==> src/rtl/cache_sram_arbiter_if.sv <==
`default_nettype none
// ============================================================================
// Module   : cache_sram_arbiter_if
// Purpose  : Bundles the dcache/icache request ports and the SRAM macro port.
// Revision : 1.0 - initial release
// ============================================================================
interface cache_sram_arbiter_if #(
  parameter int ADDR_W = 8,
  parameter int LINE_W = 64
);
  logic              d_req;
  logic              d_wen;
  logic [ADDR_W-1:0] d_addr;
  logic [LINE_W-1:0] d_wdata;
  logic              d_grant;
  logic              d_done;
  logic              i_req;
  logic [ADDR_W-1:0] i_addr;
  logic              i_grant;
  logic              i_done;
  logic [LINE_W-1:0] rdata;
  logic [1:0]        sram_state;
  logic              sram_ren;
  logic              sram_wen;
  logic [ADDR_W-1:0] sram_addr;
  logic [LINE_W-1:0] sram_wdata;
  logic [LINE_W-1:0] sram_rdata;

  modport master (
    input  d_req, d_wen, d_addr, d_wdata, i_req, i_addr, sram_rdata,
    output d_grant, d_done, i_grant, i_done, rdata, sram_state,
           sram_ren, sram_wen, sram_addr, sram_wdata
  );

  modport slave (
    output d_req, d_wen, d_addr, d_wdata, i_req, i_addr, sram_rdata,
    input  d_grant, d_done, i_grant, i_done, rdata, sram_state,
           sram_ren, sram_wen, sram_addr, sram_wdata
  );
endinterface
`default_nettype wire

==> src/rtl/cache_sram_arbiter.sv <==
`default_nettype none
// ============================================================================
// Module   : cache_sram_arbiter
// Purpose  : Round-robin owner of the multi-cycle cache SRAM for dcache/icache.
// Revision : 1.0 - initial release
// ============================================================================
module cache_sram_arbiter #(
  parameter int ADDR_W = 8,
  parameter int LINE_W = 64,
  parameter int LAT    = 2
) (
  input wire                   clk,
  input wire                   rst,
  cache_sram_arbiter_if.master bus
);

  localparam int   CNT_W   = $clog2(LAT) + 1;
  localparam logic c_OWN_D = 1'b0;
  localparam logic c_OWN_I = 1'b1;

  typedef enum logic [1:0] {
    S_IDLE   = 2'd0,
    S_BUSY   = 2'd1,
    S_ACCESS = 2'd2
  } state_t;

  state_t              r_state;
  state_t              w_state_nxt;
  logic                r_owner;
  logic                w_owner_nxt;
  logic                r_last_owner;
  logic                w_last_nxt;
  logic [CNT_W-1:0]    r_cnt;
  logic [CNT_W-1:0]    w_cnt_nxt;
  logic                w_latch;
  logic                w_capture;
  logic                w_win;
  logic [ADDR_W-1:0]   r_addr;
  logic                r_wen;
  logic [LINE_W-1:0]   r_wdata;
  logic [LINE_W-1:0]   r_rdata;
  logic                r_d_grant;
  logic                r_i_grant;
  logic                r_d_done;
  logic                r_i_done;

  // On a tie the requester that did not own the SRAM last time wins.
  assign w_win = (bus.d_req && bus.i_req) ? ~r_last_owner : bus.i_req;

  always_ff @(posedge clk) begin
    if (rst) begin
      r_state <= S_IDLE;
    end else begin
      r_state <= w_state_nxt;
    end
  end

  always_comb begin
    w_state_nxt = r_state;
    w_owner_nxt = r_owner;
    w_last_nxt  = r_last_owner;
    w_cnt_nxt   = r_cnt;
    w_latch     = 1'b0;
    w_capture   = 1'b0;
    case (r_state)
      S_IDLE: begin
        if (bus.d_req || bus.i_req) begin
          w_state_nxt = S_BUSY;
          w_owner_nxt = w_win;
          w_last_nxt  = w_win;
          w_cnt_nxt   = CNT_W'(LAT - 1);
          w_latch     = 1'b1;
        end
      end
      S_BUSY: begin
        if (r_cnt == '0) begin
          w_state_nxt = S_ACCESS;
          w_capture   = ~r_wen;
        end else begin
          w_cnt_nxt = r_cnt - CNT_W'(1);
        end
      end
      S_ACCESS: w_state_nxt = S_IDLE;
      default:  w_state_nxt = S_IDLE;
    endcase
  end

  always_ff @(posedge clk) begin
    if (rst) begin
      r_owner      <= c_OWN_D;
      r_last_owner <= c_OWN_I;
      r_cnt        <= '0;
      r_addr       <= '0;
      r_wen        <= 1'b0;
      r_wdata      <= '0;
      r_rdata      <= '0;
      r_d_grant    <= 1'b0;
      r_i_grant    <= 1'b0;
      r_d_done     <= 1'b0;
      r_i_done     <= 1'b0;
    end else begin
      r_owner      <= w_owner_nxt;
      r_last_owner <= w_last_nxt;
      r_cnt        <= w_cnt_nxt;
      if (w_latch) begin
        r_addr  <= w_win ? bus.i_addr : bus.d_addr;
        r_wen   <= w_win ? 1'b0 : bus.d_wen;
        r_wdata <= w_win ? '0 : bus.d_wdata;
      end
      if (w_capture) begin
        r_rdata <= bus.sram_rdata;
      end
      // Grants and done are decoded from the next state so they are flop outputs.
      r_d_grant <= (w_state_nxt != S_IDLE) && (w_owner_nxt == c_OWN_D);
      r_i_grant <= (w_state_nxt != S_IDLE) && (w_owner_nxt == c_OWN_I);
      r_d_done  <= (w_state_nxt == S_ACCESS) && (w_owner_nxt == c_OWN_D);
      r_i_done  <= (w_state_nxt == S_ACCESS) && (w_owner_nxt == c_OWN_I);
    end
  end

  assign bus.d_grant    = r_d_grant;
  assign bus.i_grant    = r_i_grant;
  assign bus.d_done     = r_d_done;
  assign bus.i_done     = r_i_done;
  assign bus.rdata      = r_rdata;
  assign bus.sram_state = r_state;
  assign bus.sram_ren   = (r_state == S_BUSY) && ~r_wen;
  assign bus.sram_wen   = (r_state == S_BUSY) && r_wen;
  assign bus.sram_addr  = r_addr;
  assign bus.sram_wdata = r_wdata;

endmodule
`default_nettype wire

==> src/flat_wrapper.sv <==
// flat-port wrapper written by rule: the top's interface ports become plain ports
module cache_sram_arbiter_flat 
#(
  parameter int ADDR_W = 8,
  parameter int LINE_W = 64,
  parameter int LAT    = 2
)
  (clk, rst, bus_d_req, bus_d_wen, bus_d_addr, bus_d_wdata, bus_i_req, bus_i_addr, bus_sram_rdata, bus_d_grant, bus_d_done, bus_i_grant, bus_i_done, bus_rdata, bus_sram_state, bus_sram_ren, bus_sram_wen, bus_sram_addr, bus_sram_wdata);
  cache_sram_arbiter_if #(.ADDR_W(ADDR_W), .LINE_W(LINE_W)) bus_i ();
  input wire clk;
  input wire rst;
  input wire logic [$bits(bus_i.d_req)-1:0] bus_d_req;
  input wire logic [$bits(bus_i.d_wen)-1:0] bus_d_wen;
  input wire logic [$bits(bus_i.d_addr)-1:0] bus_d_addr;
  input wire logic [$bits(bus_i.d_wdata)-1:0] bus_d_wdata;
  input wire logic [$bits(bus_i.i_req)-1:0] bus_i_req;
  input wire logic [$bits(bus_i.i_addr)-1:0] bus_i_addr;
  input wire logic [$bits(bus_i.sram_rdata)-1:0] bus_sram_rdata;
  output wire logic [$bits(bus_i.d_grant)-1:0] bus_d_grant;
  output wire logic [$bits(bus_i.d_done)-1:0] bus_d_done;
  output wire logic [$bits(bus_i.i_grant)-1:0] bus_i_grant;
  output wire logic [$bits(bus_i.i_done)-1:0] bus_i_done;
  output wire logic [$bits(bus_i.rdata)-1:0] bus_rdata;
  output wire logic [$bits(bus_i.sram_state)-1:0] bus_sram_state;
  output wire logic [$bits(bus_i.sram_ren)-1:0] bus_sram_ren;
  output wire logic [$bits(bus_i.sram_wen)-1:0] bus_sram_wen;
  output wire logic [$bits(bus_i.sram_addr)-1:0] bus_sram_addr;
  output wire logic [$bits(bus_i.sram_wdata)-1:0] bus_sram_wdata;
  assign bus_i.d_req = bus_d_req;
  assign bus_i.d_wen = bus_d_wen;
  assign bus_i.d_addr = bus_d_addr;
  assign bus_i.d_wdata = bus_d_wdata;
  assign bus_i.i_req = bus_i_req;
  assign bus_i.i_addr = bus_i_addr;
  assign bus_i.sram_rdata = bus_sram_rdata;
  assign bus_d_grant = bus_i.d_grant;
  assign bus_d_done = bus_i.d_done;
  assign bus_i_grant = bus_i.i_grant;
  assign bus_i_done = bus_i.i_done;
  assign bus_rdata = bus_i.rdata;
  assign bus_sram_state = bus_i.sram_state;
  assign bus_sram_ren = bus_i.sram_ren;
  assign bus_sram_wen = bus_i.sram_wen;
  assign bus_sram_addr = bus_i.sram_addr;
  assign bus_sram_wdata = bus_i.sram_wdata;
  cache_sram_arbiter #(.ADDR_W(ADDR_W), .LINE_W(LINE_W), .LAT(LAT)) u_core (.clk(clk), .rst(rst), .bus(bus_i));
endmodule
==> config.mk <==
export PLATFORM = sky130hd
export DESIGN_NAME = cache_sram_arbiter_flat
export DESIGN_NICKNAME = d
export VERILOG_FILES = /design/src/rtl/cache_sram_arbiter_if.sv /design/src/rtl/cache_sram_arbiter.sv /design/src/flat_wrapper.sv
export SDC_FILE = /design/constraint.sdc
export NUM_CORES = 1
export LEC_CHECK = 0
export ABC_CLOCK_PERIOD_IN_PS = 4019
export CAP_MARGIN = 20
export CELL_PAD_IN_SITES_DETAIL_PLACEMENT = 0
export CELL_PAD_IN_SITES_GLOBAL_PLACEMENT = 1
export CORE_MARGIN = 2
export CORE_UTILIZATION = 28
export DETAILED_ROUTE_END_ITERATION = 10
export PLACE_DENSITY_LB_ADDON = 0.1
export RECOVER_POWER = 25
export SLEW_MARGIN = 5
export SYNTH_ARGS = -nofsm -noshare
export SYNTH_HDL_FRONTEND = slang
export SYNTH_SLANG_ARGS = --single-unit
==> constraint.sdc <==
create_clock -name clk -period 4.02 [get_ports clk]
set_clock_uncertainty 0.1 [all_clocks]
set_input_delay 0.804 -clock clk [delete_from_list [all_inputs] [get_ports clk]]
set_output_delay 0.804 -clock clk [all_outputs]
set_load 0.01 [all_outputs]
Word level (Yosys, flattened, before mapping)
Index checks and enable logic that the tools add are counted.
W data, S select, Z words.
{"block": "word_totals", "out_inout_bits": 144, "register_bits": 147, "elab_cells": 50, "inputBits": 149}
{"block": "classes", "bitwise": 3, "addsub": 1, "eq_ne": 4, "mux": 16, "n_reduce_logical": 14}
{"op": "$mux W64", "count": 1}
{"op": "$mux W1", "count": 8}
{"op": "$mux W2", "count": 4}
{"op": "$mux W8", "count": 1}
{"op": "$pmux W2 S2", "count": 2}
{"op": "$logic_and A1 B1 Y1", "count": 7}
{"op": "$logic_not A2 Y1", "count": 2}
{"op": "$reduce_bool A2 Y1", "count": 2}
{"op": "$not A1 Y1", "count": 3}
{"op": "$reduce_and A3 Y1", "count": 1}
{"op": "$eq A2 B1 Y1 const B", "count": 1}
{"op": "$eq A2 B2 Y1 const B", "count": 1}
{"op": "$ne A2 B1 Y1 const B", "count": 1}
{"op": "$ne A2 B2 Y1 const B", "count": 1}
{"op": "$reduce_and A2 Y1", "count": 1}
{"op": "$sub A2 B1 Y2 const B", "count": 1}
{"op": "$logic_or A1 B1 Y1", "count": 1}

Depth between registers and ports, before layout
Gate-level depths: netlist of the first run.
{"block": "depth", "word_depth": 6, "ltp_mapped": 7, "mapped_depth_nobuf": 5}

Worst setup path after synthesis of the first run
Ideal clock, no wire load.
{"block": "synth_timing", "path_kind": "input to register", "from": "in bus_d_req", "to": "reg u_core.r_wdata[13] (netlist: u_core.bus.sram_wdata[13])", "required_ns": 3.861, "setup_time_ns": 0.059, "arrival_ns": 1.803, "path_buffers": 2, "path_stages": 5, "slack_ns": 2.058, "path_cell_list": "or3b_1 nor3_2 buf_4 buf_6 a22o_1"}
{"block": "synth_via", "elab_chain_cells": 3, "word_cells_on_any_way": 6, "cone_classes": "4 x mux; 2 x reduce/logical"}
{"item": "start: declaration", "line_no": "flat_wrapper.sv:12", "source": "input wire logic [$bits(bus_i.d_req)-1:0] bus_d_req;"}
{"item": "$logic_and A1 B1 Y1 or $logic_or A1 B1 Y1 (tied branches)", "line_no": "cache_sram_arbiter.sv:48, cache_sram_arbiter.sv:67"}
{"item": "$mux W1 (on tied branches)", "line_no": "cache_sram_arbiter.sv:48, cache_sram_arbiter.sv:67"}
{"item": "$mux W64 or $mux W1 (tied branches)", "line_no": "cache_sram_arbiter.sv:108, cache_sram_arbiter.sv:65"}
{"item": "end signal: assignment", "line_no": "cache_sram_arbiter.sv:108", "source": "r_wdata <= w_win ? '0 : bus.d_wdata;"}
{"item": "end: declaration", "line_no": "cache_sram_arbiter.sv:40", "source": "logic [LINE_W-1:0] r_wdata;"}
Parallel ways exist; a longest one is shown, timed or not.
A chain may end at the register's enable or synchronous reset.

Worst setup path in the final report of the first run
{"block": "layout_timing", "from": "in rst", "to": "reg u_core.r_rdata[49] (netlist: u_core.bus.rdata[49])"}
{"item": "start: declaration", "line_no": "flat_wrapper.sv:11", "source": "input wire rst;"}
{"item": "end signal: assignment", "line_no": "cache_sram_arbiter.sv:111", "source": "r_rdata <= bus.sram_rdata;"}
{"item": "end: declaration", "line_no": "cache_sram_arbiter.sv:41", "source": "logic [LINE_W-1:0] r_rdata;"}
No word-level cell between the ends.

==> results of run 1 <==
## cells in the final DEF, fill, tap and decap left out, types with 2 or more instances in the layout
master             n
nand2_1          145
a211oi_1           2
nor2_1             7
inv_6              6
inv_1              4
dfxtp_1          147
clkdlybuf4s50_1  265
buf_4              4
clkbuf_16         17
clkinvlp_4         6
a21oi_1           74
dlygate4sd3_1     26
nor2b_1            2
a22o_1            66
a311oi_1           8
## sequential cells by signal, indices dropped and copies added, names as in the netlist
name                   cells
u_core.r_cnt               2
u_core.bus.rdata          64
u_core.bus.sram_addr       8
u_core.bus.i_done          1
u_core.bus.sram_state      2
u_core.r_last_owner        1
u_core.r_owner             1
u_core.bus.d_done          1
u_core.bus.sram_wdata     64
u_core.bus.i_grant         1
u_core.r_wen               1
u_core.bus.d_grant         1
## kinds of logic after synthesis
family | after synthesis | synth area share
AO/OA/AOI/OAI | 157 | 0.221
adder cells (fa/ha/maj) | 1 | 0.00254
buffers and inverters | 45 | 0.0449
flip-flops | 147 | 0.597
AND/OR/NAND/NOR | 164 | 0.134
## synthesized netlist by cell type (2+ instances only)
master    instances  area share
clkbuf_1         13      0.0099
dfxtp_1         147        0.60
nor2b_1           2      0.0025
buf_1            13      0.0099
buf_6             5       0.011
a21oi_1          75       0.076
a211oi_1          2      0.0030
inv_1             4      0.0030
nor2_1            7      0.0053
nand2_1         145        0.11
buf_2             9      0.0091
a311oi_1          8       0.014
a22o_1           66        0.12
and2_1            2      0.0025
## power by group through the flow
stage / clock network, uW / registers, uW / logic, uW
finish: 1460 / 1630 / 707
CTS: 1520 / 1640 / 723
global route: 1570 / 1650 / 766
detailed placement: 0 / 1670 / 720
floorplan: 0 / 1710 / 242
global placement: 0 / 1660 / 709
## metal layers
metal  vias to the layer above  share of wire  wire length (microns)
li1                       2333              -                      -
met1                      2129           0.40                   6450
met2                       178           0.49                   7820
met3                        29          0.084                   1350
met4                         0          0.027                    439
met5                         -              0                      0
## metrics by stage
stage | hold WS (ns) | util | cell area [sq um] | total power, uW | worst slack, ns
after floorplan | 0.347 | - | 4930 | 1950 | 2.06
after global placement | 0.341 | 0.464 | 8000 | 2370 | 1.11
after global routing | 0.367 | 0.495 | 8540 | 3980 | 0.716
after detailed placement | 0.346 | 0.464 | 8000 | 2390 | 1.06
after CTS | 0.354 | 0.496 | 8540 | 3870 | 1.26
final | 0.352 | 0.495 | 8540 | 3800 | 1.01
## critical path, stage by stage
cell      delay, ns
clkbuf_1       1.27
clkbuf_2       0.96
a21oi_1        0.11
## final cells by class
type,count,area [sq um]
Clock buffer,17,425
Clock inverter,15,123
Fill cell,1558,8700
Inverter,4,15.0
Multi-Input combinational cell,322,1800
Sequential cell,147,2940
Tap cell,225,282
Timing Repair Buffer,297,2950
## worst min path at each step
stage | endpoint | slack, ns | from
final | u_core.bus.rdata[42]$_SDFFE_PP0P_ | 0.35 | u_core.bus.rdata[42]$_SDFFE_PP0P_
after global routing | u_core.bus.rdata[15]$_SDFFE_PP0P_ | 0.37 | u_core.bus.rdata[15]$_SDFFE_PP0P_
after CTS | u_core.bus.rdata[15]$_SDFFE_PP0P_ | 0.35 | u_core.bus.rdata[15]$_SDFFE_PP0P_
after detailed placement | u_core.bus.rdata[2]$_SDFFE_PP0P_ | 0.35 | u_core.bus.rdata[2]$_SDFFE_PP0P_
after global placement | u_core.bus.rdata[49]$_SDFFE_PP0P_ | 0.34 | u_core.bus.rdata[49]$_SDFFE_PP0P_
after floorplan | u_core.r_cnt[0]$_SDFFE_PP0P_ | 0.35 | u_core.r_cnt[0]$_SDFFE_PP0P_
==> results.txt, run 1 <==
initial antenna violation count: 0
Setup crit end: u_core.bus.rdata[49]$_SDFFE_PP0P_
switching share of power: 0.272
DIE AREA: 18700 sq um
share of layout cells above drive strength 1: 0.0524
CP Launch Point: rst
level count of the clock H-tree: 4
Reg2Reg Depth: 6
I/O Buffers: 292
max frequency: 332 MHz
failing checks: max-capacitance violations, max-slew violations
vias in the first global route: 4559
TNS Setup: 0 ns
Top Ports: 293
met3 Usage GRT: 0.0633
Routed WL: 16.1 mm
critical path arrival: 3.17 ns
Slew HR: -0.204
starting density of the core: 0.286
Synth Net Count: 664
Final HPWL DP: 11.3 mm
distinct cell type count of the synthesized netlist: 30
# rows: 48
unrepaired setup endpoints after global routing: false
setup bufs post-CTS: 0
Die H: 137 microns
width of the die: 137 microns
RR Startpoint: u_core.r_cnt[0]$_SDFFE_PP0P_
clk sink count: 147
Placeable Area: 17200 sq um
ANT cells: 0
Clk Latency, worst-skew pair: 0.41 ns
leakage power: 0.00322 uW
sequential share of power: 0.429
Post-Syn Area: 4930 sq um
CTS tree: built
ys async rst share: 0
Mapped Avg Cell Area: 9.59 sq um
status: finished, violations left
CTS max path bufs: 2
GP Congestion: 0.793
WS Path Type: primary input to flip-flop
Routed wire per std cell: 15.6 microns
Max-cap violations: 2
power per cell area: 446 nW/um^2
Int Pwr: 2770 uW
Cell Count, Final, Fillers Out: 1027
Clk pwr share: 0.385
CP required: 4.17 ns
cts bufs inserted: 17
Vias: 4669
total global-route track usage: 0.165
Yosys warnings: 0
crit-path max FO: 47
Hold WC Path Type: flip-flop to flip-flop
final count of hold timing violations: 0
critical path startpoint category: primary input
Combinational Power Share: 0.186
maximum vdd drop: 0.283 mV
area delta synth->final: 73.2%
layer with the highest usage: met2
Routed Antenna Nets: 0
sequential share of the synthesized area: 0.597
Worst Hold Path Cells: 2
Worst R2R Setup Slack: 1.10 ns
root buffer cell: clkbuf_16
first-pass GRT wire length: 23.7 mm
P_sw: 1030 uW
# DRC: 0
Synth Flop Type: dfxtp_1
fin nets: 939
Worst-path clk slew: 0.06 ns
Post-synth EDFFs: 0
GR Util met1: 0.189
largest net degree at the start of global routing: 66
hold buffers post-CTS: 0
drt first pass iters: 4
Gate Count Post-Synth: 514
Slew Viols, Final: 37
# resized after CTS: 0
Yosys reg bits: 147
final setup fails: 0
met2 GRT Util: 0.271
Final period util: 0.750
Tmin final: 3.01 ns
vias per cell: 4.55
DRT iter0 DRCs: 242
R2R Path End: u_core.bus.rdata[8]$_SDFFE_PP0P_
GR Overflow Total: 0
Tightest Pin Transition: 1.81 ns
Setup crit end kind: flip-flop
Placed Cells: 995
No activity file was read; power rests on OpenSTA's default activity.
==> run 2: changes to the inputs <==
- ABC_CLOCK_PERIOD_IN_PS: 4019 -> 2600
- CORE_UTILIZATION: 28 -> 24
- clock period: 4.02 -> 2.6 ns (I/O delays scaled with it)
==> results.txt, run 2 (synthesis results as in run 1) <==
drt first pass iters: 4
clk sink count: 147
largest net degree at the start of global routing: 66
root buffer cell: clkbuf_16
Routed WL: 16.8 mm
# DRC: 0
Placeable Area: 20200 sq um
met2 GRT Util: 0.254
CTS tree: built
Tmin final: 2.45 ns
Top Ports: 293
critical path arrival: 1.83 ns
hold buffers post-CTS: 0
share of layout cells above drive strength 1: 0.0558
CTS max path bufs: 2
level count of the clock H-tree: 4
GP Congestion: 0.770
final count of hold timing violations: 0
Die H: 147 microns
met3 Usage GRT: 0.0637
# resized after CTS: 0
GR Util met1: 0.174
# rows: 52
Final period util: 0.941
I/O Buffers: 292
first-pass GRT wire length: 25.7 mm
initial antenna violation count: 0
max frequency: 409 MHz
Tightest Pin Transition: 0.814 ns
layer with the highest usage: met2
GR Overflow Total: 0
most common cell after layout, fill and taps aside: clkdlybuf4s50_1
Worst-path clk slew: 0.07 ns
power per cell area: 719 nW/um^2
starting density of the core: 0.244
WS Path Type: flip-flop to output pin
DIE AREA: 21700 sq um
DRT iter0 DRCs: 201
critical path startpoint category: flip-flop
final setup fails: 0
area delta synth->final: 77.7%
Routed wire per std cell: 15.6 microns
unrepaired setup endpoints after global routing: false
Slew Viols, Final: 0
Routed Antenna Nets: 0
ANT cells: 0
leakage power: 0.00323 uW
total global-route track usage: 0.150
Slew HR: 0.457
TNS Setup: 0 ns
CP required: 1.98 ns
Final HPWL DP: 11.7 mm
status: finished clean
width of the die: 147 microns
Vias: 4676
maximum vdd drop: 0.413 mV
Worst R2R Setup Slack: 0.49 ns
Core Util, Final: 0.434
Max-cap violations: 0
fin nets: 943
setup bufs post-CTS: 0
vias in the first global route: 4598
Setup crit end kind: output pin
Hold WC Path Type: flip-flop to flip-flop
vias per cell: 4.35
crit-path max FO: 8
cts bufs inserted: 17
most frequent cells in the layout: 290 x clkdlybuf4s50_1, 147 x dfxtp_1, 145 x nand2_1
Clk Latency, worst-skew pair: 0.41 ns
-- run 2: worst max-delay path, stage by stage (launching register included) --
cell             delay (ns)
dfxtp_1                0.49
nor2b_1                0.20
and2_1                 0.14
clkdlybuf4s50_1        0.57
-- run 2: metrics by stage --
step | worst slack (ns) | total power [uW] | std cells | hold WS [ns] | cell area, sq um
2_1_floorplan | 0.922 | 3020 | 514 | 0.347 | 4930
3_3_place_gp | 0.292 | 3710 | 1043 | 0.342 | 8140
3_5_place_dp | 0.241 | 3720 | 1043 | 0.346 | 8140
4_1_cts | 0.103 | 6410 | 1075 | 0.354 | 8770
5_1_grt | 0.0134 | 6610 | 1076 | 0.372 | 8760
6_report | 0.153 | 6300 | 1076 | 0.353 | 8760
-- run 2: where the power goes --
group	internal, uW	total, uW	switching, uW
logic	642	1130	487
registers	2430	2530	96.9
clock network	1560	2650	1090
total	4630	6300	1670
-- run 2: path summary, 6_finish.rpt --
kind | start | end | cells after the start
worst max register to register | u_core.r_cnt[0]$_SDFFE_PP0P_ | u_core.bus.rdata[11]$_SDFFE_PP0P_ | 6
worst max-delay path | u_core.bus.sram_state[0]$_SDFF_PP0_ | bus_sram_wen | 3
worst min register to register | u_core.bus.rdata[40]$_SDFFE_PP0P_ | u_core.bus.rdata[40]$_SDFFE_PP0P_ | 2
worst min-delay path | u_core.bus.rdata[40]$_SDFFE_PP0P_ | u_core.bus.rdata[40]$_SDFFE_PP0P_ | 2
-- run 2: cell type report --
type | instances | area, sq um
inverters | 4 | 15.0
fillers | 1970 | 11400
clock inverters | 15 | 209
clock buffers | 17 | 425
multi-input cells | 322 | 1800
well taps | 270 | 338
flip-flops and latches | 147 | 2940
repair buffers | 301 | 3030
-- run 2: per-layer routing --
layer,share of wire,up-vias
met3,0.081,16
met4,0.014,0
li1,-,2334
met1,0.41,2166
met2,0.50,160
met5,0,-
==> run 3: changes to the inputs <==
- ABC_AREA: not set -> 0
- CAP_MARGIN: 20 -> 25
==> results of run 3 <==
No change in the layout: final DEF, timing and power equal those of run 2.
